==> config.mk <==
export PLATFORM = sky130hd
export DESIGN_NAME = lsu_wb_stage_flat
export DESIGN_NICKNAME = d
export VERILOG_FILES = /design/src/rtl/lsu_wb_stage_pkg.sv /design/src/rtl/lsu_wb_stage_if.sv /design/src/rtl/lsu_wb_stage_align.sv /design/src/rtl/lsu_wb_stage.sv /design/src/flat_wrapper.sv
export SDC_FILE = /design/constraint.sdc
export NUM_CORES = 1
export LEC_CHECK = 0
export BUFFER_PORTS_ARGS = -buffer_cell sky130_fd_sc_hd__buf_2
export CAP_MARGIN = 10
export CORE_ASPECT_RATIO = 0.6
export CORE_MARGIN = 5
export CORE_UTILIZATION = 59
export DETAILED_ROUTE_END_ITERATION = 12
export PLACE_DENSITY = 0.9
export SKIP_CTS_REPAIR_TIMING = 1
export SLEW_MARGIN = 40
export SYNTH_ARGS = -nofsm -noshare
export SYNTH_HDL_FRONTEND = slang
export SYNTH_HIERARCHICAL = 1
export SYNTH_SLANG_ARGS = --single-unit
==> constraint.sdc <==
create_clock -name clk -period 7.2 [get_ports clk]
set_clock_uncertainty 0.1 [all_clocks]
set_input_delay 1.8 -clock clk [delete_from_list [all_inputs] [get_ports clk]]
set_output_delay 1.8 -clock clk [all_outputs]
set_load 0.02 [all_outputs]
==> src/rtl/lsu_wb_stage_pkg.sv <==
`default_nettype none
// ============================================================================
// Module   : lsu_wb_stage_pkg
// Brief    : Shared constants for the load/store + writeback pipeline stage:
//            datapath width, RV64 load/store func3 codes, FSM state encoding.
// Revision : 1.0 - initial release
// ============================================================================
package lsu_wb_stage_pkg;

  localparam int XLEN = 64;

  // Load width/sign codes
  localparam logic [2:0] F3_LB  = 3'b000;
  localparam logic [2:0] F3_LH  = 3'b001;
  localparam logic [2:0] F3_LW  = 3'b010;
  localparam logic [2:0] F3_LD  = 3'b011;
  localparam logic [2:0] F3_LBU = 3'b100;
  localparam logic [2:0] F3_LHU = 3'b101;
  localparam logic [2:0] F3_LWU = 3'b110;
  localparam logic [2:0] F3_BAD = 3'b111;

  // Store width codes
  localparam logic [2:0] F3_SB  = 3'b000;
  localparam logic [2:0] F3_SH  = 3'b001;
  localparam logic [2:0] F3_SW  = 3'b010;
  localparam logic [2:0] F3_SD  = 3'b011;

  // FSM state encoding
  localparam logic [1:0] ST_IDLE = 2'd0;
  localparam logic [1:0] ST_MEM  = 2'd1;
  localparam logic [1:0] ST_WB   = 2'd2;

  typedef enum logic [1:0] {
    S_IDLE = ST_IDLE,
    S_MEM  = ST_MEM,
    S_WB   = ST_WB
  } lsu_state_e;

  // Byte-enable pattern of an access of size 1/2/4/8 bytes, lane 0 based
  function automatic logic [7:0] size_mask(input logic [1:0] sz);
    case (sz)
      2'd0:    return 8'h01;
      2'd1:    return 8'h03;
      2'd2:    return 8'h0F;
      default: return 8'hFF;
    endcase
  endfunction

endpackage
`default_nettype wire

==> src/rtl/lsu_wb_stage_if.sv <==
`default_nettype none
// ============================================================================
// Module   : lsu_wb_stage_if
// Brief    : Bundle of the execute-result handshake, data-memory port and
//            register-file write port seen by the load/store stage.
//            slave  = the load/store stage itself
//            master = its surroundings (execute stage, memory, regfile)
// Revision : 1.0 - initial release
// ============================================================================
interface lsu_wb_stage_if #(
  parameter int XLEN = lsu_wb_stage_pkg::XLEN
);
  // execute-stage result
  logic            exu_valid;
  logic [XLEN-1:0] exu_rd;
  logic [4:0]      exu_rd_addr;
  logic            exu_rd_w;
  logic            exu_is_load;
  logic            exu_is_store;
  logic [2:0]      exu_func3;
  logic [XLEN-1:0] exu_st_data;
  logic            lsu_allowin;
  // data-memory port
  logic            dmem_req;
  logic            dmem_we;
  logic [XLEN-1:0] dmem_addr;
  logic [XLEN-1:0] dmem_wdata;
  logic [7:0]      dmem_wmask;
  logic            dmem_ack;
  logic [XLEN-1:0] dmem_rdata;
  // writeback / forwarding
  logic            wb_en;
  logic [4:0]      wb_addr;
  logic [XLEN-1:0] wb_data;
  logic            misalign;

  modport slave (
    input  exu_valid, exu_rd, exu_rd_addr, exu_rd_w, exu_is_load,
           exu_is_store, exu_func3, exu_st_data, dmem_ack, dmem_rdata,
    output lsu_allowin, dmem_req, dmem_we, dmem_addr, dmem_wdata,
           dmem_wmask, wb_en, wb_addr, wb_data, misalign
  );

  modport master (
    output exu_valid, exu_rd, exu_rd_addr, exu_rd_w, exu_is_load,
           exu_is_store, exu_func3, exu_st_data, dmem_ack, dmem_rdata,
    input  lsu_allowin, dmem_req, dmem_we, dmem_addr, dmem_wdata,
           dmem_wmask, wb_en, wb_addr, wb_data, misalign
  );

endinterface
`default_nettype wire

==> src/rtl/lsu_wb_stage_align.sv <==
`default_nettype none
// ============================================================================
// Module   : lsu_align
// Brief    : Combinational access formatter: store lane shift and byte mask,
//            load lane shift with sign/zero extension, alignment check.
// Revision : 1.0 - initial release
// ============================================================================
module lsu_align #(
  parameter int XLEN = 64
) (
  input  wire logic [2:0]      i_func3,
  input  wire logic            i_is_mem,
  input  wire logic [XLEN-1:0] i_addr,
  input  wire logic [XLEN-1:0] i_st_data,
  input  wire logic [XLEN-1:0] i_rdata,
  output logic [XLEN-1:0]      o_dmem_addr,
  output logic [XLEN-1:0]      o_wdata,
  output logic [7:0]           o_wmask,
  output logic [XLEN-1:0]      o_ld_data,
  output logic                 o_misalign
);
  import lsu_wb_stage_pkg::*;

  logic [2:0]      w_off;
  logic [XLEN-1:0] w_shifted;
  logic            w_unaligned;

  assign w_off       = i_addr[2:0];
  assign o_dmem_addr = {i_addr[XLEN-1:3], 3'b000};
  assign o_wmask     = size_mask(i_func3[1:0]) << w_off;
  assign o_wdata     = i_st_data << {w_off, 3'b000};
  assign w_shifted   = i_rdata >> {w_off, 3'b000};

  // Address must be a multiple of the access size; code 111 is never legal
  always_comb begin
    w_unaligned = 1'b0;
    case (i_func3[1:0])
      2'd0:    w_unaligned = 1'b0;
      2'd1:    w_unaligned = w_off[0];
      2'd2:    w_unaligned = |w_off[1:0];
      default: w_unaligned = |w_off;
    endcase
    o_misalign = i_is_mem && (w_unaligned || (i_func3 == F3_BAD));
  end

  // Extend the addressed lane to a full register value
  always_comb begin
    o_ld_data = w_shifted;
    case (i_func3)
      F3_LB:   o_ld_data = {{(XLEN-8){w_shifted[7]}},   w_shifted[7:0]};
      F3_LH:   o_ld_data = {{(XLEN-16){w_shifted[15]}}, w_shifted[15:0]};
      F3_LW:   o_ld_data = {{(XLEN-32){w_shifted[31]}}, w_shifted[31:0]};
      F3_LD:   o_ld_data = w_shifted;
      F3_LBU:  o_ld_data = {{(XLEN-8){1'b0}},  w_shifted[7:0]};
      F3_LHU:  o_ld_data = {{(XLEN-16){1'b0}}, w_shifted[15:0]};
      F3_LWU:  o_ld_data = {{(XLEN-32){1'b0}}, w_shifted[31:0]};
      default: o_ld_data = w_shifted;
    endcase
  end

endmodule
`default_nettype wire

==> src/rtl/lsu_wb_stage.sv <==
`default_nettype none
// ============================================================================
// Module   : lsu_wb_stage
// Brief    : Pipeline stage 4. Accepts one execute result per handshake,
//            performs the load/store on a req/ack memory port and writes the
//            (extended) result to the register file. The writeback port also
//            serves as the execute-stage bypass source.
// Revision : 1.0 - initial release
// ============================================================================
module lsu_wb_stage #(
  parameter int XLEN = lsu_wb_stage_pkg::XLEN
) (
  input wire logic       clk,
  input wire logic       rst_n,
  lsu_wb_stage_if.slave  bus
);
  import lsu_wb_stage_pkg::*;

  lsu_state_e      r_state;
  lsu_state_e      w_state_nxt;

  logic [XLEN-1:0] r_rd;
  logic [4:0]      r_rd_addr;
  logic            r_rd_w;
  logic            r_is_load;
  logic            r_is_store;
  logic [2:0]      r_func3;
  logic [XLEN-1:0] r_st_data;
  logic            r_misalign;
  logic [XLEN-1:0] r_ld_res;

  logic            w_in_mem;
  logic            w_capture;
  logic [2:0]      w_al_func3;
  logic            w_al_mem;
  logic [XLEN-1:0] w_al_addr;
  logic [XLEN-1:0] w_al_st;
  logic [XLEN-1:0] w_dmem_addr;
  logic [XLEN-1:0] w_wdata;
  logic [7:0]      w_wmask;
  logic [XLEN-1:0] w_ld_data;
  logic            w_misalign;

  assign w_in_mem        = (r_state == S_MEM);
  assign bus.lsu_allowin = !w_in_mem;
  assign w_capture       = bus.exu_valid && !w_in_mem;

  // Outside MEM the formatter checks the incoming result for alignment;
  // inside MEM it formats the held access. Capture never happens in MEM,
  // so one formatter serves both.
  assign w_al_func3 = w_in_mem ? r_func3   : bus.exu_func3;
  assign w_al_addr  = w_in_mem ? r_rd      : bus.exu_rd;
  assign w_al_st    = w_in_mem ? r_st_data : bus.exu_st_data;
  assign w_al_mem   = w_in_mem || bus.exu_is_load || bus.exu_is_store;

  lsu_align #(.XLEN(XLEN)) u_align (
    .i_func3     (w_al_func3),
    .i_is_mem    (w_al_mem),
    .i_addr      (w_al_addr),
    .i_st_data   (w_al_st),
    .i_rdata     (bus.dmem_rdata),
    .o_dmem_addr (w_dmem_addr),
    .o_wdata     (w_wdata),
    .o_wmask     (w_wmask),
    .o_ld_data   (w_ld_data),
    .o_misalign  (w_misalign)
  );

  // State register
  always_ff @(posedge clk or negedge rst_n) begin
    if (!rst_n) r_state <= S_IDLE;
    else        r_state <= w_state_nxt;
  end

  // Next state and all stage outputs
  always_comb begin
    w_state_nxt    = r_state;
    bus.dmem_req   = 1'b0;
    bus.dmem_we    = 1'b0;
    bus.dmem_addr  = '0;
    bus.dmem_wdata = '0;
    bus.dmem_wmask = '0;
    bus.wb_en      = 1'b0;
    bus.wb_addr    = '0;
    bus.wb_data    = '0;
    bus.misalign   = 1'b0;
    case (r_state)
      S_MEM: begin
        bus.dmem_req   = 1'b1;
        bus.dmem_we    = r_is_store;
        bus.dmem_addr  = w_dmem_addr;
        bus.dmem_wdata = r_is_store ? w_wdata : '0;
        bus.dmem_wmask = r_is_store ? w_wmask : 8'h00;
        if (bus.dmem_ack) w_state_nxt = S_WB;
      end
      S_WB: begin
        bus.wb_en    = r_rd_w && (r_rd_addr != 5'd0) && !r_is_store && !r_misalign;
        bus.wb_addr  = r_rd_addr;
        bus.wb_data  = r_is_load ? r_ld_res : r_rd;
        bus.misalign = r_misalign;
        w_state_nxt  = S_IDLE;
      end
      default: w_state_nxt = S_IDLE;
    endcase
    // A new result may be taken in IDLE and in the WB cycle
    if (w_capture) w_state_nxt = (w_al_mem && !w_misalign) ? S_MEM : S_WB;
  end

  // Hold the captured instruction; register the load result on ack
  always_ff @(posedge clk or negedge rst_n) begin
    if (!rst_n) begin
      r_rd       <= '0;
      r_rd_addr  <= '0;
      r_rd_w     <= 1'b0;
      r_is_load  <= 1'b0;
      r_is_store <= 1'b0;
      r_func3    <= '0;
      r_st_data  <= '0;
      r_misalign <= 1'b0;
      r_ld_res   <= '0;
    end else begin
      if (w_capture) begin
        r_rd       <= bus.exu_rd;
        r_rd_addr  <= bus.exu_rd_addr;
        r_rd_w     <= bus.exu_rd_w;
        r_is_load  <= bus.exu_is_load;
        r_is_store <= bus.exu_is_store;
        r_func3    <= bus.exu_func3;
        r_st_data  <= bus.exu_st_data;
        r_misalign <= w_misalign;
      end
      if (w_in_mem && bus.dmem_ack) r_ld_res <= w_ld_data;
    end
  end

endmodule
`default_nettype wire

==> src/flat_wrapper.sv <==
// flat-port wrapper written by rule: the top's interface ports become plain ports
module lsu_wb_stage_flat import lsu_wb_stage_pkg::*;
#(
  parameter int XLEN = lsu_wb_stage_pkg::XLEN
)
  (clk, rst_n, bus_exu_valid, bus_exu_rd, bus_exu_rd_addr, bus_exu_rd_w, bus_exu_is_load, bus_exu_is_store, bus_exu_func3, bus_exu_st_data, bus_dmem_ack, bus_dmem_rdata, bus_lsu_allowin, bus_dmem_req, bus_dmem_we, bus_dmem_addr, bus_dmem_wdata, bus_dmem_wmask, bus_wb_en, bus_wb_addr, bus_wb_data, bus_misalign);
  lsu_wb_stage_if #(.XLEN(XLEN)) bus_i ();
  input wire logic clk;
  input wire logic rst_n;
  input wire logic [$bits(bus_i.exu_valid)-1:0] bus_exu_valid;
  input wire logic [$bits(bus_i.exu_rd)-1:0] bus_exu_rd;
  input wire logic [$bits(bus_i.exu_rd_addr)-1:0] bus_exu_rd_addr;
  input wire logic [$bits(bus_i.exu_rd_w)-1:0] bus_exu_rd_w;
  input wire logic [$bits(bus_i.exu_is_load)-1:0] bus_exu_is_load;
  input wire logic [$bits(bus_i.exu_is_store)-1:0] bus_exu_is_store;
  input wire logic [$bits(bus_i.exu_func3)-1:0] bus_exu_func3;
  input wire logic [$bits(bus_i.exu_st_data)-1:0] bus_exu_st_data;
  input wire logic [$bits(bus_i.dmem_ack)-1:0] bus_dmem_ack;
  input wire logic [$bits(bus_i.dmem_rdata)-1:0] bus_dmem_rdata;
  output wire logic [$bits(bus_i.lsu_allowin)-1:0] bus_lsu_allowin;
  output wire logic [$bits(bus_i.dmem_req)-1:0] bus_dmem_req;
  output wire logic [$bits(bus_i.dmem_we)-1:0] bus_dmem_we;
  output wire logic [$bits(bus_i.dmem_addr)-1:0] bus_dmem_addr;
  output wire logic [$bits(bus_i.dmem_wdata)-1:0] bus_dmem_wdata;
  output wire logic [$bits(bus_i.dmem_wmask)-1:0] bus_dmem_wmask;
  output wire logic [$bits(bus_i.wb_en)-1:0] bus_wb_en;
  output wire logic [$bits(bus_i.wb_addr)-1:0] bus_wb_addr;
  output wire logic [$bits(bus_i.wb_data)-1:0] bus_wb_data;
  output wire logic [$bits(bus_i.misalign)-1:0] bus_misalign;
  assign bus_i.exu_valid = bus_exu_valid;
  assign bus_i.exu_rd = bus_exu_rd;
  assign bus_i.exu_rd_addr = bus_exu_rd_addr;
  assign bus_i.exu_rd_w = bus_exu_rd_w;
  assign bus_i.exu_is_load = bus_exu_is_load;
  assign bus_i.exu_is_store = bus_exu_is_store;
  assign bus_i.exu_func3 = bus_exu_func3;
  assign bus_i.exu_st_data = bus_exu_st_data;
  assign bus_i.dmem_ack = bus_dmem_ack;
  assign bus_i.dmem_rdata = bus_dmem_rdata;
  assign bus_lsu_allowin = bus_i.lsu_allowin;
  assign bus_dmem_req = bus_i.dmem_req;
  assign bus_dmem_we = bus_i.dmem_we;
  assign bus_dmem_addr = bus_i.dmem_addr;
  assign bus_dmem_wdata = bus_i.dmem_wdata;
  assign bus_dmem_wmask = bus_i.dmem_wmask;
  assign bus_wb_en = bus_i.wb_en;
  assign bus_wb_addr = bus_i.wb_addr;
  assign bus_wb_data = bus_i.wb_data;
  assign bus_misalign = bus_i.misalign;
  lsu_wb_stage #(.XLEN(XLEN)) u_core (.clk(clk), .rst_n(rst_n), .bus(bus_i));
endmodule
==> metrics.txt, run 1 <==
# TYPE chip_impl_metric gauge
chip_impl_metric{name="synthArstFlopShare",unit="%"} 100
chip_impl_metric{name="detailroute.via_count",unit=""} 14800
chip_impl_metric{name="final_util",unit="%"} 69.4
chip_impl_metric{name="number_of_design_rule_violations_left_by_the_first_detailed_router_iteration",unit=""} 1748
chip_impl_metric{name="hold_violations",unit=""} 0
chip_impl_metric{name="overflow",unit=""} 0
chip_impl_info{name="timing.critical_path.to_type",value="output pin"} 1
chip_impl_metric{name="postSynthRegisterBits",unit=""} 206
chip_impl_metric{name="fin_worst_hold_slack",unit="ps"} 399
chip_impl_metric{name="final_max_slew_viol_count",unit=""} 0
chip_impl_metric{name="syn-instance-count",unit=""} 1795
chip_impl_metric{name="layout_cell_share_with_drive_strength_beyond_1",unit="%"} 36.2
chip_impl_metric{name="start_util",unit="%"} 60.5
chip_impl_metric{name="synth-edff-count",unit=""} 0
chip_impl_metric{name="detail_route.wl_per_cell",unit="um"} 23.5
chip_impl_metric{name="detail_route.wirelength",unit="mm"} 57.3
chip_impl_metric{name="detailed_place_hpwl",unit="mm"} 42.2
chip_impl_info{name="worst_hold_path_type",value="flip-flop to flip-flop"} 1
chip_impl_metric{name="drv.max_cap_violation_count",unit=""} 0
chip_impl_metric{name="ys.warnings.count",unit=""} 6
chip_impl_metric{name="finalPower",unit="mW"} 8.31
chip_impl_info{name="run_status",value="finished, final reports clean"} 1
chip_impl_metric{name="grt_first_pass_wirelength",unit="mm"} 86.4
chip_impl_metric{name="grt_use_total",unit="%"} 35.1
chip_impl_metric{name="die_area",unit="sq mm"} 0.0308
chip_impl_metric{name="fillerInstances",unit=""} 2077
chip_impl_metric{name="maxSlewHeadroom",unit="%"} 41.7
chip_impl_metric{name="rd_place_congestion",unit=""} 1.05
chip_impl_info{name="final_common_cell",value="sky130_fd_sc_hd__nand2_1"} 1
chip_impl_metric{name="tightestPinTransition",unit="ps"} 875
chip_impl_metric{name="drcViolationCount",unit=""} 0
chip_impl_metric{name="path_max_fanout",unit=""} 85
chip_impl_metric{name="io_buffer_count",unit=""} 413
chip_impl_metric{name="boundary_pins",unit=""} 417
chip_impl_info{name="grt_setup_unrepaired",value="false"} 1
chip_impl_metric{name="num_cts_buffers",unit=""} 21
chip_impl_metric{name="ir_drop",unit="V"} 0.000301
chip_impl_metric{name="fp.dieW",unit="um"} 223
chip_impl_metric{name="worst_skew_pair.late_latency",unit="ps"} 510
chip_impl_metric{name="layout_nets",unit=""} 2255
chip_impl_metric{name="first_pass_iters",unit=""} 6
chip_impl_metric{name="synth_seq_area_share",unit="%"} 32.0
chip_impl_metric{name="power.leakage",unit="nW"} 10.1
chip_impl_info{name="timing.critical_path.from_type",value="flip-flop"} 1
chip_impl_metric{name="fin_tns_setup",unit="ps"} 0
chip_impl_metric{name="clock.fmax",unit="MHz"} 158
chip_impl_metric{name="reg2reg_depth",unit=""} 12
chip_impl_info{name="cts_tree",value="built"} 1
chip_impl_metric{name="ant_nets",unit=""} 0
chip_impl_metric{name="grt_start_max_net_pins",unit=""} 183
chip_impl_metric{name="synth_cell_types",unit=""} 45
chip_impl_metric{name="synth_area_per_cell",unit="sq um"} 8.98
chip_impl_metric{name="htree_num_levels",unit=""} 1
chip_impl_metric{name="initial_antenna_violation_count",unit=""} 17
chip_impl_metric{name="die-height",unit="um"} 138
chip_impl_info{name="synthFlopType",value="sky130_fd_sc_hd__dfrtp_1"} 1
chip_impl_metric{name="clock_transition_time_at_the_flip_flop_clock_pins_of_the_worst_setup_and_hold_paths",unit="ps"} 70
chip_impl_metric{name="arrival",unit="ps"} 4420
chip_impl_metric{name="setup_viol",unit=""} 0
chip_impl_metric{name="clock_sink_count",unit=""} 206
chip_impl_metric{name="holdPathStages",unit=""} 1
chip_impl_metric{name="final_design_area_no_fill",unit="sq mm"} 0.0185
chip_impl_info{name="type_of_the_worst_setup_path",value="flip-flop to output pin"} 1
chip_impl_metric{name="min_period",unit="ps"} 6320
chip_impl_metric{name="std_cell_rows",unit=""} 46
chip_impl_metric{name="critical_path_required",unit="ps"} 5300
chip_impl_metric{name="pwr_density_cell",unit="mW/mm^2"} 450
chip_impl_metric{name="viasPerCell",unit=""} 6.07
chip_impl_metric{name="postPlaceCellArea",unit="sq mm"} 0.0177
chip_impl_metric{name="first_global_vias",unit=""} 14200
chip_impl_metric{name="ctsLongestPathBuffers",unit=""} 3
chip_impl_metric{name="post-route-period-util",unit="%"} 87.8
chip_impl_metric{name="coreArea",unit="sq mm"} 0.0266
chip_impl_info{name="clock_root_cell",value="sky130_fd_sc_hd__clkbuf_16"} 1
chip_impl_metric{name="syn-cell-area",unit="sq mm"} 0.0161
chip_impl_metric{name="area.growth.synth_to_final",unit="%"} 14.7
chip_impl_info{name="layout.cells.most_common_list",value="sky130_fd_sc_hd__nand2_1, sky130_fd_sc_hd__buf_2, sky130_fd_sc_hd__dfrtp_1, sky130_fd_sc_hd__mux2i_1, sky130_fd_sc_hd__nor2_1"} 1
-- Yosys cell counts (3+ instances only) --
| cell type | number | area [sq um] |
|---|---|---|
| sky130_fd_sc_hd__and2_1 | 91 | 569 |
| sky130_fd_sc_hd__buf_2 | 53 | 265 |
| sky130_fd_sc_hd__nand3_1 | 33 | 165 |
| sky130_fd_sc_hd__o21ai_0 | 42 | 210 |
| sky130_fd_sc_hd__buf_1 | 8 | 30.0 |
| sky130_fd_sc_hd__nor2b_1 | 10 | 62.6 |
| sky130_fd_sc_hd__and3_1 | 73 | 457 |
| sky130_fd_sc_hd__o22ai_1 | 17 | 106 |
| sky130_fd_sc_hd__a31oi_1 | 6 | 37.5 |
| sky130_fd_sc_hd__clkbuf_1 | 68 | 255 |
| sky130_fd_sc_hd__mux2_2 | 107 | 1200 |
| sky130_fd_sc_hd__a211o_1 | 6 | 52.6 |
| sky130_fd_sc_hd__inv_1 | 10 | 37.5 |
| sky130_fd_sc_hd__buf_6 | 21 | 236 |
| sky130_fd_sc_hd__mux4_2 | 34 | 766 |
| sky130_fd_sc_hd__nor3_1 | 7 | 35.0 |
| sky130_fd_sc_hd__dfrtp_1 | 206 | 5150 |
| sky130_fd_sc_hd__nand2b_1 | 3 | 18.8 |
| sky130_fd_sc_hd__nor2_1 | 134 | 503 |
| sky130_fd_sc_hd__buf_4 | 64 | 480 |
| sky130_fd_sc_hd__nand2_1 | 465 | 1750 |
| sky130_fd_sc_hd__mux2_1 | 15 | 169 |
| sky130_fd_sc_hd__mux2_4 | 113 | 1700 |
| sky130_fd_sc_hd__o211ai_1 | 7 | 52.6 |
| sky130_fd_sc_hd__mux2i_1 | 134 | 1340 |
| sky130_fd_sc_hd__o2bb2ai_1 | 13 | 114 |
| sky130_fd_sc_hd__a21oi_1 | 34 | 170 |
-- power breakdown --
part / internal, mW / total, mW / switching, mW / leakage (nW)
registers: 1.62 / 2.01 / 0.397 / 2.48
clock network: 0.697 / 1.18 / 0.487 / 0.363
logic: 2.07 / 5.11 / 3.04 / 7.29
total: 4.38 / 8.31 / 3.93 / 10.1
-- critical path: stages, from the launching register on --
cell and delay [ps]:
sky130_fd_sc_hd__dfrtp_1 400, sky130_fd_sc_hd__nand2b_4 400, sky130_fd_sc_hd__buf_12 310, sky130_fd_sc_hd__inv_6 90, sky130_fd_sc_hd__buf_4 640, sky130_fd_sc_hd__nand2_1 120
sky130_fd_sc_hd__nand2_1 480, sky130_fd_sc_hd__inv_1 470, sky130_fd_sc_hd__a21oi_1 250, sky130_fd_sc_hd__nor2_1 60, sky130_fd_sc_hd__a2111oi_0 280, sky130_fd_sc_hd__and3_1 200
sky130_fd_sc_hd__buf_2 180
-- stage by stage --
step	cells	setup slack, ps
after floorplan	1797	1790
after global placement	2382	1210
after detailed placement	2385	1230
after CTS	2422	979
after global routing	2437	592
final	2437	875
-- cell type report --
cell class,instances,area (sq um),area share (%)
tap,360,450,2.44
inverter,13,53.8,0.291
multi-input combinational,1364,9680,52.4
clock buffer,27,598,3.24
antenna,15,37.5,0.203
timing repair buffer,442,2360,12.8
sequential,206,5160,27.9
clock inverter,10,139,0.751
-- sequential cells by signal, summed over array words and instances (netlist names) --
register / cells
u_core/r_rd_w: 1
u_core/r_rd: 64
u_core/r_is_store: 1
u_core/r_ld_res: 64
u_core/r_state: 2
u_core/r_func3: 3
u_core/r_misalign: 1
u_core/r_is_load: 1
u_core/r_st_data: 64
u_core/r_rd_addr: 5
-- final timing paths --
kind                                      start                   end  slack, ps
setup / recovery              u_core/r_state[1]     bus_dmem_wmask[6]        880
hold / removal             u_core/r_st_data[32]  u_core/r_st_data[32]        400
setup reg to reg              u_core/r_state[1]   u_core/r_ld_res[39]       2400
hold reg to reg            u_core/r_st_data[32]  u_core/r_st_data[32]        400
max in group asynchronous                 rst_n  u_core/r_st_data[10]       4440
min in group asynchronous                 rst_n  u_core/r_st_data[56]       1130
-- logic make-up (layout without fill, tap and decap cells) --
family / count (synthesis) / after routing / share of synthesized area [%]
DFF: 206 / 206 / 32.0
other: 1 / 18 / 0.0233
buffers and inverters: 227 / 492 / 8.20
muxes: 403 / 403 / 32.1
and+or+nand+nor: 822 / 822 / 22.4
AOI/OAI and AO/OA: 136 / 136 / 5.25
-- metal layers --
layer / up-vias / wire [um] / GRT usage, %
met5: - / 23 / 0
met4: 4 / 1590 / 9.15
met3: 119 / 6440 / 10.7
met2: 886 / 24300 / 50.3
met1: 7236 / 24900 / 51.9
li1: 6537 / - / -
Power figures use the tool's default switching activity.
==> inputs of run 2 (changes only) <==
--- a/config.mk
+++ b/config.mk
@@ -7,11 +7,13 @@
 export LEC_CHECK = 0
 export BUFFER_PORTS_ARGS = -buffer_cell sky130_fd_sc_hd__buf_2
 export CAP_MARGIN = 10
+export CELL_PAD_IN_SITES_DETAIL_PLACEMENT = 1
+export CELL_PAD_IN_SITES_GLOBAL_PLACEMENT = 1
 export CORE_ASPECT_RATIO = 0.6
 export CORE_MARGIN = 5
-export CORE_UTILIZATION = 59
+export CORE_UTILIZATION = 41
 export DETAILED_ROUTE_END_ITERATION = 12
-export PLACE_DENSITY = 0.9
+export PLACE_DENSITY = 0.85
 export SKIP_CTS_REPAIR_TIMING = 1
 export SLEW_MARGIN = 40
 export SYNTH_ARGS = -nofsm -noshare
==> constraint.sdc (replaced) <==
create_clock -name clk -period 6.1 [get_ports clk]
set_clock_uncertainty 0.1 [all_clocks]
set_input_delay 1.525 -clock clk [delete_from_list [all_inputs] [get_ports clk]]
set_output_delay 1.525 -clock clk [all_outputs]
set_load 0.02 [all_outputs]
==> run 2 against run 1 <==
Against the previous run: via count is 2.7% lower; critical path depth is 2 lower; register-to-register slack worse by 990 ps; count of clock-buffer cells in the layout is 4 higher; first-iteration DRC count is 28% lower; critical path type unchanged; critical endpoint unchanged; largest power group unchanged; setup slack worse by 260 ps.
==> metrics.txt, run 2 (synthesis results as in run 1) <==
# TYPE chip_impl_metric gauge
chip_impl_metric{name="overflow",unit=""} 0
chip_impl_metric{name="viasPerCell",unit=""} 5.52
chip_impl_info{name="worst_hold_path_type",value="flip-flop to flip-flop"} 1
chip_impl_metric{name="post_place_setup_slack",unit="ps"} 705
chip_impl_metric{name="critical_path_required",unit="ps"} 4470
chip_impl_metric{name="tightestPinTransition",unit="ps"} 813
chip_impl_metric{name="netSwitchingFraction",unit="%"} 47.8
chip_impl_metric{name="drcViolationCount",unit=""} 0
chip_impl_metric{name="ant_nets",unit=""} 0
chip_impl_metric{name="start_util",unit="%"} 41.4
chip_impl_metric{name="fp.dieW",unit="um"} 266
chip_impl_metric{name="detailed_place_hpwl",unit="mm"} 48.5
chip_impl_metric{name="path_max_fanout",unit=""} 93
chip_impl_metric{name="first_global_vias",unit=""} 14900
chip_impl_info{name="top_regs",value="u_core/r_ld_res x64, u_core/r_rd x64, u_core/r_st_data x64"} 1
chip_impl_metric{name="die-height",unit="um"} 164
chip_impl_metric{name="coreArea",unit="sq mm"} 0.0390
chip_impl_metric{name="std_cell_rows",unit=""} 56
chip_impl_metric{name="detail_route.wl_per_cell",unit="um"} 24.6
chip_impl_metric{name="clock.fmax",unit="MHz"} 182
chip_impl_metric{name="p_int",unit="mW"} 5.33
chip_impl_metric{name="maxSlewHeadroom",unit="%"} 45.8
chip_impl_metric{name="layout_cell_share_with_drive_strength_beyond_1",unit="%"} 36.4
chip_impl_info{name="timing.critical_path.from_type",value="flip-flop"} 1
chip_impl_metric{name="num_cts_buffers",unit=""} 24
chip_impl_metric{name="initial_antenna_violation_count",unit=""} 20
chip_impl_metric{name="clock_sink_count",unit=""} 206
chip_impl_metric{name="grt_start_max_net_pins",unit=""} 100
chip_impl_metric{name="power.leakage",unit="nW"} 10.2
chip_impl_metric{name="min_period",unit="ps"} 5490
chip_impl_metric{name="first_pass_iters",unit=""} 5
chip_impl_metric{name="htree_num_levels",unit=""} 1
chip_impl_metric{name="detailroute.via_count",unit=""} 14400
chip_impl_metric{name="grt_first_pass_wirelength",unit="mm"} 94.6
chip_impl_metric{name="post_layout_nonfiller_instances",unit=""} 2608
chip_impl_metric{name="place.detailed.instances",unit=""} 2548
chip_impl_metric{name="area.growth.synth_to_final",unit="%"} 17.0
chip_impl_metric{name="arrival",unit="ps"} 3860
chip_impl_metric{name="multi_input_area",unit="sq mm"} 0.00968
chip_impl_info{name="run_status",value="finished, final reports clean"} 1
chip_impl_metric{name="setup_viol",unit=""} 0
chip_impl_metric{name="rd_place_congestion",unit=""} 0.913
chip_impl_info{name="final_common_cell",value="sky130_fd_sc_hd__nand2_1"} 1
chip_impl_metric{name="setup_ws_final",unit="ps"} 611
chip_impl_metric{name="number_of_design_rule_violations_left_by_the_first_detailed_router_iteration",unit=""} 1265
chip_impl_info{name="type_of_the_worst_setup_path",value="flip-flop to output pin"} 1
chip_impl_metric{name="p_seq_share",unit="%"} 23.3
chip_impl_metric{name="fin_tns_setup",unit="ps"} 0
chip_impl_metric{name="layout_nets",unit=""} 2259
chip_impl_metric{name="final_max_slew_viol_count",unit=""} 0
chip_impl_metric{name="fillerInstances",unit=""} 4660
chip_impl_info{name="cts_tree",value="built"} 1
chip_impl_metric{name="ctsLongestPathBuffers",unit=""} 3
chip_impl_metric{name="switching_power",unit="mW"} 4.87
chip_impl_metric{name="combinational_cell_fraction_of_total_power",unit="%"} 60.7
chip_impl_metric{name="regToRegSetupSlack",unit="ps"} 1410
chip_impl_metric{name="ir_drop",unit="V"} 0.000283
chip_impl_info{name="grt_setup_unrepaired",value="false"} 1
chip_impl_metric{name="die_area",unit="sq mm"} 0.0435
chip_impl_metric{name="drv.max_cap_violation_count",unit=""} 0
chip_impl_metric{name="hold_violations",unit=""} 0
chip_impl_metric{name="clock_transition_time_at_the_flip_flop_clock_pins_of_the_worst_setup_and_hold_paths",unit="ps"} 70
chip_impl_metric{name="pwr_density_cell",unit="mW/mm^2"} 541
chip_impl_metric{name="grt_use_total",unit="%"} 28.1
chip_impl_metric{name="seq_area",unit="sq mm"} 0.00516
chip_impl_info{name="critical_path.cell_chain",value="nand2b_4, inv_6, nand2_1, nand2_4, clkinv_1, a21oi_1, nor2_1, a2111oi_0, and3_1, buf_2"} 1
chip_impl_metric{name="worst_skew_pair.late_latency",unit="ps"} 540
chip_impl_metric{name="io_buffer_count",unit=""} 413
chip_impl_metric{name="critical_path.max_stage_delay",unit="ps"} 650
chip_impl_metric{name="detail_route.wirelength",unit="mm"} 64.1
chip_impl_metric{name="boundary_pins",unit=""} 417
chip_impl_info{name="clock_root_cell",value="sky130_fd_sc_hd__clkbuf_16"} 1
chip_impl_metric{name="post-route-period-util",unit="%"} 90.0
chip_impl_info{name="timing.critical_path.to_type",value="output pin"} 1
chip_impl_info{name="slowest_stage",value="sky130_fd_sc_hd__clkinv_1"} 1
chip_impl_metric{name="fraction_of_power_consumed_by_the_clock_network",unit="%"} 16.0
chip_impl_info{name="layout.cells.most_common_list",value="sky130_fd_sc_hd__nand2_1, sky130_fd_sc_hd__buf_2, sky130_fd_sc_hd__dfrtp_1, sky130_fd_sc_hd__mux2i_1, sky130_fd_sc_hd__nor2_1"} 1
[run 2: cell count changes in the layout (fill, tap and decap cells not counted), sizes merged, moves of 3 or more]
| cell | delta |
|---|---|
| clkbuf | +4 |
| clkinv | -4 |
| clkinvlp | +3 |
| inv | +3 |
[run 2: through the flow]
stage	hold slack (ps)	total power, mW	area (sq um)	utilization, %
2_1_floorplan	364	6.81	16100	-
3_3_place_gp	374	8.28	17900	45.9
3_5_place_dp	390	8.46	17900	46.0
4_1_cts	406	10.2	18800	48.3
5_1_grt	413	10.8	18800	48.4
6_report	404	10.2	18800	48.4
[run 2: cell type report]
class / count / area share [%]
multi-input combinational: 1364 / 51.4
sequential: 206 / 27.4
timing repair buffer: 443 / 12.6
antenna: 16 / 0.212
tap: 522 / 3.46
clock buffer: 31 / 3.65
inverter: 13 / 0.285
clock inverter: 13 / 1.00
[run 2: path summary, 6_finish.rpt]
kind / start / cells past startpoint / end
max: u_core/r_state[1] / 10 / bus_dmem_wmask[6]
min: u_core/r_st_data[42] / 1 / u_core/r_st_data[42]
max reg2reg: u_core/r_state[1] / 9 / u_core/r_ld_res[17]
min reg2reg: u_core/r_st_data[42] / 1 / u_core/r_st_data[42]
max in group asynchronous: rst_n / 3 / u_core/r_rd[56]
min in group asynchronous: rst_n / 1 / u_core/r_st_data[49]
[run 2: worst max-delay path, delay by kind of cell (launching register included)]
kind	cells	cell delay, ps
simple gates	5	1060
flops	1	410
compound gates	2	550
buf+inv	3	1270
[run 2: routing by layer]
layer  GRT usage [%]  wire (um)
met1            41.3      29300
met2            42.6      28500
met3            5.40       5060
met4            7.11       1240
met5               0         63
[run 2: power by group through the flow]
stage               Sequential, mW  Clock, mW  Combinational [mW]
floorplan                     2.16          0                4.65
global placement              2.34          0                5.93
detailed placement            2.39          0                6.07
CTS                           2.37       1.66                6.12
global route                  2.44       1.73                6.61
finish                        2.38       1.63                6.20
